### config.mk
export PLATFORM = sky130hd
export DESIGN_NAME = keypad_scanner
export DESIGN_NICKNAME = d
export VERILOG_FILES = /design/src/rtl/keypad_pkg.sv /design/src/rtl/keypad_debounce.sv /design/src/rtl/keypad_scanner.sv
export SDC_FILE = /design/constraint.sdc
export NUM_CORES = 1
export LEC_CHECK = 0
export BUFFER_PORTS_ARGS = -buffer_cell sky130_fd_sc_hd__buf_2
export CELL_PAD_IN_SITES_DETAIL_PLACEMENT = 0
export CELL_PAD_IN_SITES_GLOBAL_PLACEMENT = 1
export CORE_MARGIN = 10
export CORE_UTILIZATION = 50
export CTS_CLUSTER_SIZE = 16
export DETAILED_ROUTE_END_ITERATION = 10
export PLACE_DENSITY_LB_ADDON = 0.1
export RECOVER_POWER = 100
export SLEW_MARGIN = 40
export SYNTH_ARGS = -nofsm -noshare
export SYNTH_HDL_FRONTEND = slang
export SYNTH_SLANG_ARGS = --single-unit
export TNS_END_PERCENT = 30
### constraint.sdc
create_clock -name clk -period 4.25 [get_ports clk]
set_input_delay 0.85 -clock clk [delete_from_list [all_inputs] [get_ports clk]]
set_output_delay 0.85 -clock clk [all_outputs]
set_load 0.1 [all_outputs]
### src/rtl/keypad_pkg.sv
// Shared keypad definitions: key codes, scan state enum and the
// row/column-to-code mapping used by the scanner and the mode UIs.
package keypad_pkg;

  localparam int KEY_ROWS = 4;
  localparam int KEY_COLS = 3;
  localparam int KEY_BITS = KEY_ROWS * KEY_COLS;

  localparam logic [3:0] KEY_ZERO = 4'd0;
  localparam logic [3:0] KEY_DOT  = 4'd1;
  localparam logic [3:0] KEY_DASH = 4'd2;
  localparam logic [3:0] KEY_STAR = 4'd10;
  localparam logic [3:0] KEY_BACK = 4'd11;

  typedef enum logic [1:0] {
    ST_COL0 = 2'd0,
    ST_COL1 = 2'd1,
    ST_COL2 = 2'd2,
    ST_EVAL = 2'd3
  } scan_state_t;

  // Telephone layout: rows 0-2 give 1-9, bottom row is '*', '0', '#'.
  function automatic logic [3:0] key_code(input int unsigned row, input int unsigned col);
    logic [3:0] code;
    if (row < 3) begin
      code = 4'(row * 3 + col + 1);
    end else begin
      case (col)
        0:       code = KEY_STAR;
        1:       code = KEY_ZERO;
        default: code = KEY_BACK;
      endcase
    end
    return code;
  endfunction

  // Active-low column drive pattern for a scan state; EVAL drives nothing.
  function automatic logic [2:0] col_drive(input scan_state_t s);
    logic [2:0] drive;
    case (s)
      ST_COL0: drive = 3'b110;
      ST_COL1: drive = 3'b101;
      ST_COL2: drive = 3'b011;
      default: drive = 3'b111;
    endcase
    return drive;
  endfunction

  function automatic logic is_one_hot(input logic [KEY_BITS-1:0] v);
    return (v != '0) && ((v & (v - 12'd1)) == '0);
  endfunction

endpackage

### src/rtl/keypad_debounce.sv
// Frame-level debouncer: the debounced key vector follows the raw frame only
// after DEBOUNCE_FRAMES consecutive identical frames. The change strobe is
// combinational and valid in the frame-strobe cycle, so the consumer can
// register its event in the same edge that updates the debounced vector.
module keypad_debounce
  import keypad_pkg::*;
#(
  parameter int DEBOUNCE_FRAMES = 5
) (
  input  logic                clk,
  input  logic                rst,
  input  logic                frame_valid,
  input  logic [KEY_BITS-1:0] raw,
  output logic [KEY_BITS-1:0] debounced,
  output logic                change
);

  localparam int CW = $clog2(DEBOUNCE_FRAMES + 1);
  localparam logic [CW-1:0] CNT_MAX = CW'(DEBOUNCE_FRAMES);

  logic [KEY_BITS-1:0] prev_raw_q, prev_raw_d;
  logic [KEY_BITS-1:0] deb_q, deb_d;
  logic [CW-1:0]       stable_cnt_q, stable_cnt_d;

  // Stability counting and debounced update, once per completed frame.
  always_comb begin
    prev_raw_d   = prev_raw_q;
    deb_d        = deb_q;
    stable_cnt_d = stable_cnt_q;
    change       = 1'b0;
    if (frame_valid) begin
      if (raw != prev_raw_q) begin
        stable_cnt_d = CW'(1);
      end else if (stable_cnt_q != CNT_MAX) begin
        stable_cnt_d = stable_cnt_q + CW'(1);
      end
      prev_raw_d = raw;
      if ((stable_cnt_d == CNT_MAX) && (raw != deb_q)) begin
        deb_d  = raw;
        change = 1'b1;
      end
    end
  end

  // State registers.
  always_ff @(posedge clk) begin
    if (rst) begin
      prev_raw_q   <= '0;
      deb_q        <= '0;
      stable_cnt_q <= '0;
    end else begin
      prev_raw_q   <= prev_raw_d;
      deb_q        <= deb_d;
      stable_cnt_q <= stable_cnt_d;
    end
  end

  assign debounced = deb_q;

endmodule

### src/rtl/keypad_scanner.sv
// 4x3 matrix keypad scanner: drives one column at a time, assembles a 12-bit
// pressed-key frame, debounces it and emits one-cycle key events with a code.
// Optional typematic repeat is compiled in with `define KEYPAD_REPEAT_EN.
module keypad_scanner
  import keypad_pkg::*;
#(
  parameter int SCAN_DIV        = 50_000,
  parameter int DEBOUNCE_FRAMES = 5,
  parameter int REPEAT_DELAY    = 500,
  parameter int REPEAT_PERIOD   = 100
) (
  input  logic       clk,
  input  logic       rst,
  input  logic [3:0] key_row,
  output logic [2:0] key_col,
  output logic       key_valid,
  output logic [3:0] k_data,
  output logic       key_pressed
);

  // Column dwell below 2 cycles is not supported; clamp rather than misbehave.
  localparam int DIV = (SCAN_DIV < 2) ? 2 : SCAN_DIV;
  localparam int DEB = (DEBOUNCE_FRAMES < 1) ? 1 : DEBOUNCE_FRAMES;
  localparam int DW  = $clog2(DIV);
  localparam logic [DW-1:0] DIV_LAST = DW'(DIV - 1);

  scan_state_t         state_q, state_d;
  logic [DW-1:0]       div_q, div_d;
  logic                run_q;
  logic [KEY_BITS-1:0] raw_q, raw_d;
  logic [2:0]          key_col_q, key_col_d;
  logic                frame_strobe;

  logic [KEY_BITS-1:0] deb_q;
  logic [KEY_BITS-1:0] deb_next;
  logic                deb_change;
  logic [3:0]          next_code;
  logic [3:0]          bit_code [KEY_BITS];
  logic                rep_fire;

  logic                key_valid_q, key_valid_d;
  logic [3:0]          k_data_q, k_data_d;
  logic                key_pressed_q, key_pressed_d;

  // Scan FSM next state, divider and row sampling on the last cycle of each column.
  always_comb begin
    state_d      = state_q;
    div_d        = div_q;
    raw_d        = raw_q;
    frame_strobe = 1'b0;
    if (run_q) begin
      case (state_q)
        ST_COL0: begin
          if (div_q == DIV_LAST) begin
            div_d      = '0;
            raw_d[3:0] = ~key_row;
            state_d    = ST_COL1;
          end else begin
            div_d = div_q + DW'(1);
          end
        end
        ST_COL1: begin
          if (div_q == DIV_LAST) begin
            div_d      = '0;
            raw_d[7:4] = ~key_row;
            state_d    = ST_COL2;
          end else begin
            div_d = div_q + DW'(1);
          end
        end
        ST_COL2: begin
          if (div_q == DIV_LAST) begin
            div_d       = '0;
            raw_d[11:8] = ~key_row;
            state_d     = ST_EVAL;
          end else begin
            div_d = div_q + DW'(1);
          end
        end
        default: begin
          frame_strobe = 1'b1;
          state_d      = ST_COL0;
        end
      endcase
    end
    // Column drive is registered from the next state so it lines up with state_q.
    key_col_d = col_drive(state_d);
  end

  // Scan registers; run_q holds the FSM in COL0 for the cycle reset releases.
  always_ff @(posedge clk) begin
    if (rst) begin
      state_q   <= ST_COL0;
      div_q     <= '0;
      run_q     <= 1'b0;
      raw_q     <= '0;
      key_col_q <= 3'b111;
    end else begin
      state_q   <= state_d;
      div_q     <= div_d;
      run_q     <= 1'b1;
      raw_q     <= raw_d;
      key_col_q <= key_col_d;
    end
  end

  keypad_debounce #(
    .DEBOUNCE_FRAMES(DEB)
  ) u_debounce (
    .clk        (clk),
    .rst        (rst),
    .frame_valid(frame_strobe),
    .raw        (raw_q),
    .debounced  (deb_q),
    .change     (deb_change)
  );

  // On a change the debounced vector becomes the raw frame at this edge.
  assign deb_next = deb_change ? raw_q : deb_q;

  // Per-key code contribution; at most one contributes when deb_next is one-hot.
  genvar gi;
  for (gi = 0; gi < KEY_BITS; gi++) begin : g_code
    assign bit_code[gi] = deb_next[gi] ? key_code(gi % KEY_ROWS, gi / KEY_ROWS) : 4'd0;
  end

  // OR-combine the per-key codes into the single-key code.
  always_comb begin
    next_code = 4'd0;
    for (int i = 0; i < KEY_BITS; i++) begin
      next_code = next_code | bit_code[i];
    end
  end

`ifdef KEYPAD_REPEAT_EN
  localparam int RW = $clog2(REPEAT_DELAY + REPEAT_PERIOD + 1);
  localparam logic [RW-1:0] REP_FIRST = RW'(REPEAT_DELAY);
  localparam logic [RW-1:0] REP_NEXT  = RW'(REPEAT_DELAY + REPEAT_PERIOD);

  logic [RW-1:0] rep_cnt_q, rep_cnt_d;

  // Frames a single debounced key has been held; fires at DELAY, then every PERIOD.
  always_comb begin
    rep_cnt_d = rep_cnt_q;
    rep_fire  = 1'b0;
    if (frame_strobe) begin
      if (deb_change || !is_one_hot(deb_q)) begin
        rep_cnt_d = '0;
      end else begin
        rep_cnt_d = rep_cnt_q + RW'(1);
        if (rep_cnt_d == REP_FIRST) begin
          rep_fire = 1'b1;
        end else if (rep_cnt_d == REP_NEXT) begin
          rep_fire  = 1'b1;
          rep_cnt_d = REP_FIRST;
        end
      end
    end
  end

  // Repeat counter register.
  always_ff @(posedge clk) begin
    if (rst) begin
      rep_cnt_q <= '0;
    end else begin
      rep_cnt_q <= rep_cnt_d;
    end
  end
`else
  assign rep_fire = 1'b0;
  // Without repeat the interval parameters only appear in this empty scope.
  if ((REPEAT_DELAY < 1) || (REPEAT_PERIOD < 1)) begin : g_repeat_cfg_unused
  end
`endif

  // Event decision at EVAL: pulse on a change to exactly one key, or on repeat.
  always_comb begin
    key_valid_d   = 1'b0;
    k_data_d      = k_data_q;
    key_pressed_d = key_pressed_q;
    if (frame_strobe) begin
      key_pressed_d = |deb_next;
      if (deb_change && is_one_hot(deb_next)) begin
        key_valid_d = 1'b1;
        k_data_d    = next_code;
      end else if (rep_fire) begin
        key_valid_d = 1'b1;
      end
    end
  end

  // Output registers.
  always_ff @(posedge clk) begin
    if (rst) begin
      key_valid_q   <= 1'b0;
      k_data_q      <= 4'd0;
      key_pressed_q <= 1'b0;
    end else begin
      key_valid_q   <= key_valid_d;
      k_data_q      <= k_data_d;
      key_pressed_q <= key_pressed_d;
    end
  end

  assign key_col     = key_col_q;
  assign key_valid   = key_valid_q;
  assign k_data      = k_data_q;
  assign key_pressed = key_pressed_q;

endmodule

==> results.cfg <==
[placement]
portBuffers = 14
gp_congestion = 0.789
place.detailed.hpwl_mm = 4.63

[setup_path]
cp_cell_sequence = clkbuf_1 > inv_1 > nand2_1 > nor2_1
crit_arrival_ns = 3.35
critical_path.max_fanout = 50
max_stage_delay_ns = 1.51
cp-end-kind = register
crit_buf_inv = 2
cp.required_ns = 4.44
crit_path_top_delay_cell = clkbuf_1
crit_family = buffers and inverters
crit_path_start_kind = primary input
reg2reg_slack_ns = 1.20
criticalPathCategory = in2reg

[synth]
synth_enable_flop_cells = 0
yosys.area_share.simple_pct = 26.6
synth_top_family_by_area = simple AND/OR/NAND/NOR gates
synth-seq-area-share_pct = 41.6
synth.area.mux_share_pct = 4.03
synth_xor_area_share_pct = 10.6
synth_cell_types = 48
ys_ff_latch = 67
synth_commonest_cells = dfxtp_1 (67), nor2_1 (54), nand2_1 (42), a21oi_1 (30), xor2_1 (23)
synth-compound-area-share_pct = 12.1
synth_adder_area_share_pct = 1.47
synth_area_leaders = dfxtp_1 (42%), nor2_1 (6.3%), xor2_1 (6.2%)
synth_most_common_cell = dfxtp_1
ys_async_sr_fraction_pct = 0
yosys_warnings = 0
syn_inst = 379
synth_flop_cell = dfxtp_1
synth_largest_area_cell = dfxtp_1
syn_area_per_cell_um2 = 8.51
syn-cell-area_um2 = 3230
synth_fp_nets = 388
synth_top_cell_area_share_pct = 41.6

[route]
dr.first_iter.drc_count = 160
drtAntennaViolNets = 0
vias = 2582
wire_per_inst_um = 14.7
viasPerCell = 5.56
drc = 0
drtPass1Iterations = 4
totalWireLength_mm = 6.84

[global_route]
grt_pass1_vias = 2437
grt_antenna_before_repair = 0
overflow = 0
grt_pass1_wl_mm = 11.7
grtUsageMet1_pct = 18.7
grt_max_degree = 51
top_usage_layer = met2
use_met3_pct = 3.02
use_met2_pct = 20.9
grt_usage_pct = 14.0

[layout]
fillers = 635
drive_above_1_share_pct = 7.49
multiInputGateArea_um2 = 1740
fin_util_pct = 55.4
nets = 391
n_antenna_cell = 0
ff_latch_area_um2 = 1340
syn2layout_area_growth_pct = 8.45

[cts]
clk_path_buf_depth = 2
clock_latency_ns = 0.33
post_cts.repair.setup_buffers = 0
path_clk_slew_ns = 0.07
cts_tree = done
cts.repair.resized = 0
cts_hold_buf = 0
root_buffer = clkbuf_8
cts_inserted_buffers = 9
h-tree-depth = 3
clock-sinks = 67

[floorplanning]
io_pins = 15
fp.coreArea_um2 = 6310
die_w_um = 100
std_cell_rows = 29
dieArea_um2 = 10100
start_util_pct = 51.1
die_height_um = 100

[sta]
clock.fmax_mhz = 317
grt_setup_unrepaired = false
slew_viol_final = 51
fin_crit_sh_pct = 74.2
fin_crit_ns = 3.15
setup_viol = 0
finalHoldViolations = 0
skew_ns = 0.00703
final.setup.tns_ns = 0
tightestPinTransition_ns = 2.16
slew_headroom_pct = -43.8

[min_path]
hold_path.class = reg2reg

[power]
p_per_area_nw_per_um2 = 358
power.leakage_nw = 1.36
ir_drop_mv = 0.230

[run]
max_cap_viol_count = 1

[run_status]
status = finished, violations left
violations = max-capacitance violations, max-slew violations
==> tightest hold or removal path: stages, from the launching register on <==
cell and delay, ns:
dfxtp_1 0.32, nand2_1 0.05, a21oi_1 0.05
==> layout by cell type, fill, tap and decap left out, types with 13 or more instances in the layout <==
cell type / count
mux2i_1: 13
nand4_1: 18
xor2_1: 23
xnor2_1: 16
nor2_1: 54
nand2_1: 42
a21oi_1: 30
dfxtp_1: 67
==> stage by stage <==
stage | setup slack [ns] | total power [mW] | area (um2) | hold slack (ns) | std cells
after floorplan | 1.87 | 0.663 | 3230 | 0.444 | 379
after CTS | 1.51 | 1.27 | 3540 | 0.468 | 464
after global placement | 1.63 | 0.671 | 3310 | 0.444 | 448
final | 1.10 | 1.25 | 3500 | 0.466 | 464
after detailed placement | 1.54 | 0.672 | 3310 | 0.457 | 448
after global routing | 0.706 | 1.30 | 3500 | 0.487 | 464
==> path summary, 6_finish.rpt <==
kind                       to         from  depth (start not counted)
setup reg to reg     raw_q[5]     div_q[6]                          5
setup / recovery    div_q[12]          rst                          4
hold / removal    key_pressed  key_pressed                          2
hold reg to reg   key_pressed  key_pressed                          2
==> power breakdown <==
part / total [mW] / leakage (nW) / switching [mW] / internal (mW)
Sequential: 0.632 / 0.541 / 0.00237 / 0.630
Clock: 0.596 / 0.113 / 0.234 / 0.362
Combinational: 0.0235 / 0.709 / 0.0189 / 0.00457
Total: 1.25 / 1.36 / 0.256 / 0.996
==> per-layer routing <==
layer | share of wire [%] | wire, um
met1 | 50 | 3410
met4 | 1.5 | 106
met2 | 45 | 3090
met5 | 0 | 0
met3 | 3.3 | 225
==> registers in the layout, summed over array words and instances (netlist names) <==
signal and count:
u_debounce.debounced 12, key_valid 1, run_q 1, u_debounce.prev_raw_q 12, key_pressed 1, raw_q 12, state_q 2, div_q 16
u_debounce.stable_cnt_q 3, k_data 4, key_col 3
==> layout make-up <==
type                    instances  share of cell area (%)
clock inverters                 4                    2.07
clock buffers                  12                    4.43
repair buffers                 17                    2.29
multi-input cells             284                    49.8
inverters                       3                   0.322
well taps                      77                    2.75
flip-flops and latches         67                    38.3
==> cell families after synthesis <==
kind of cell	Yosys count
flip-flops	67
buffers and inverters	28
multiplexers	13
AO/OA/AOI/OAI	61
AND/OR/NAND/NOR	167
XOR/XNOR	39
adder cells (fa/ha/maj)	4
Note: power is estimated with default switching activity, not from simulation.
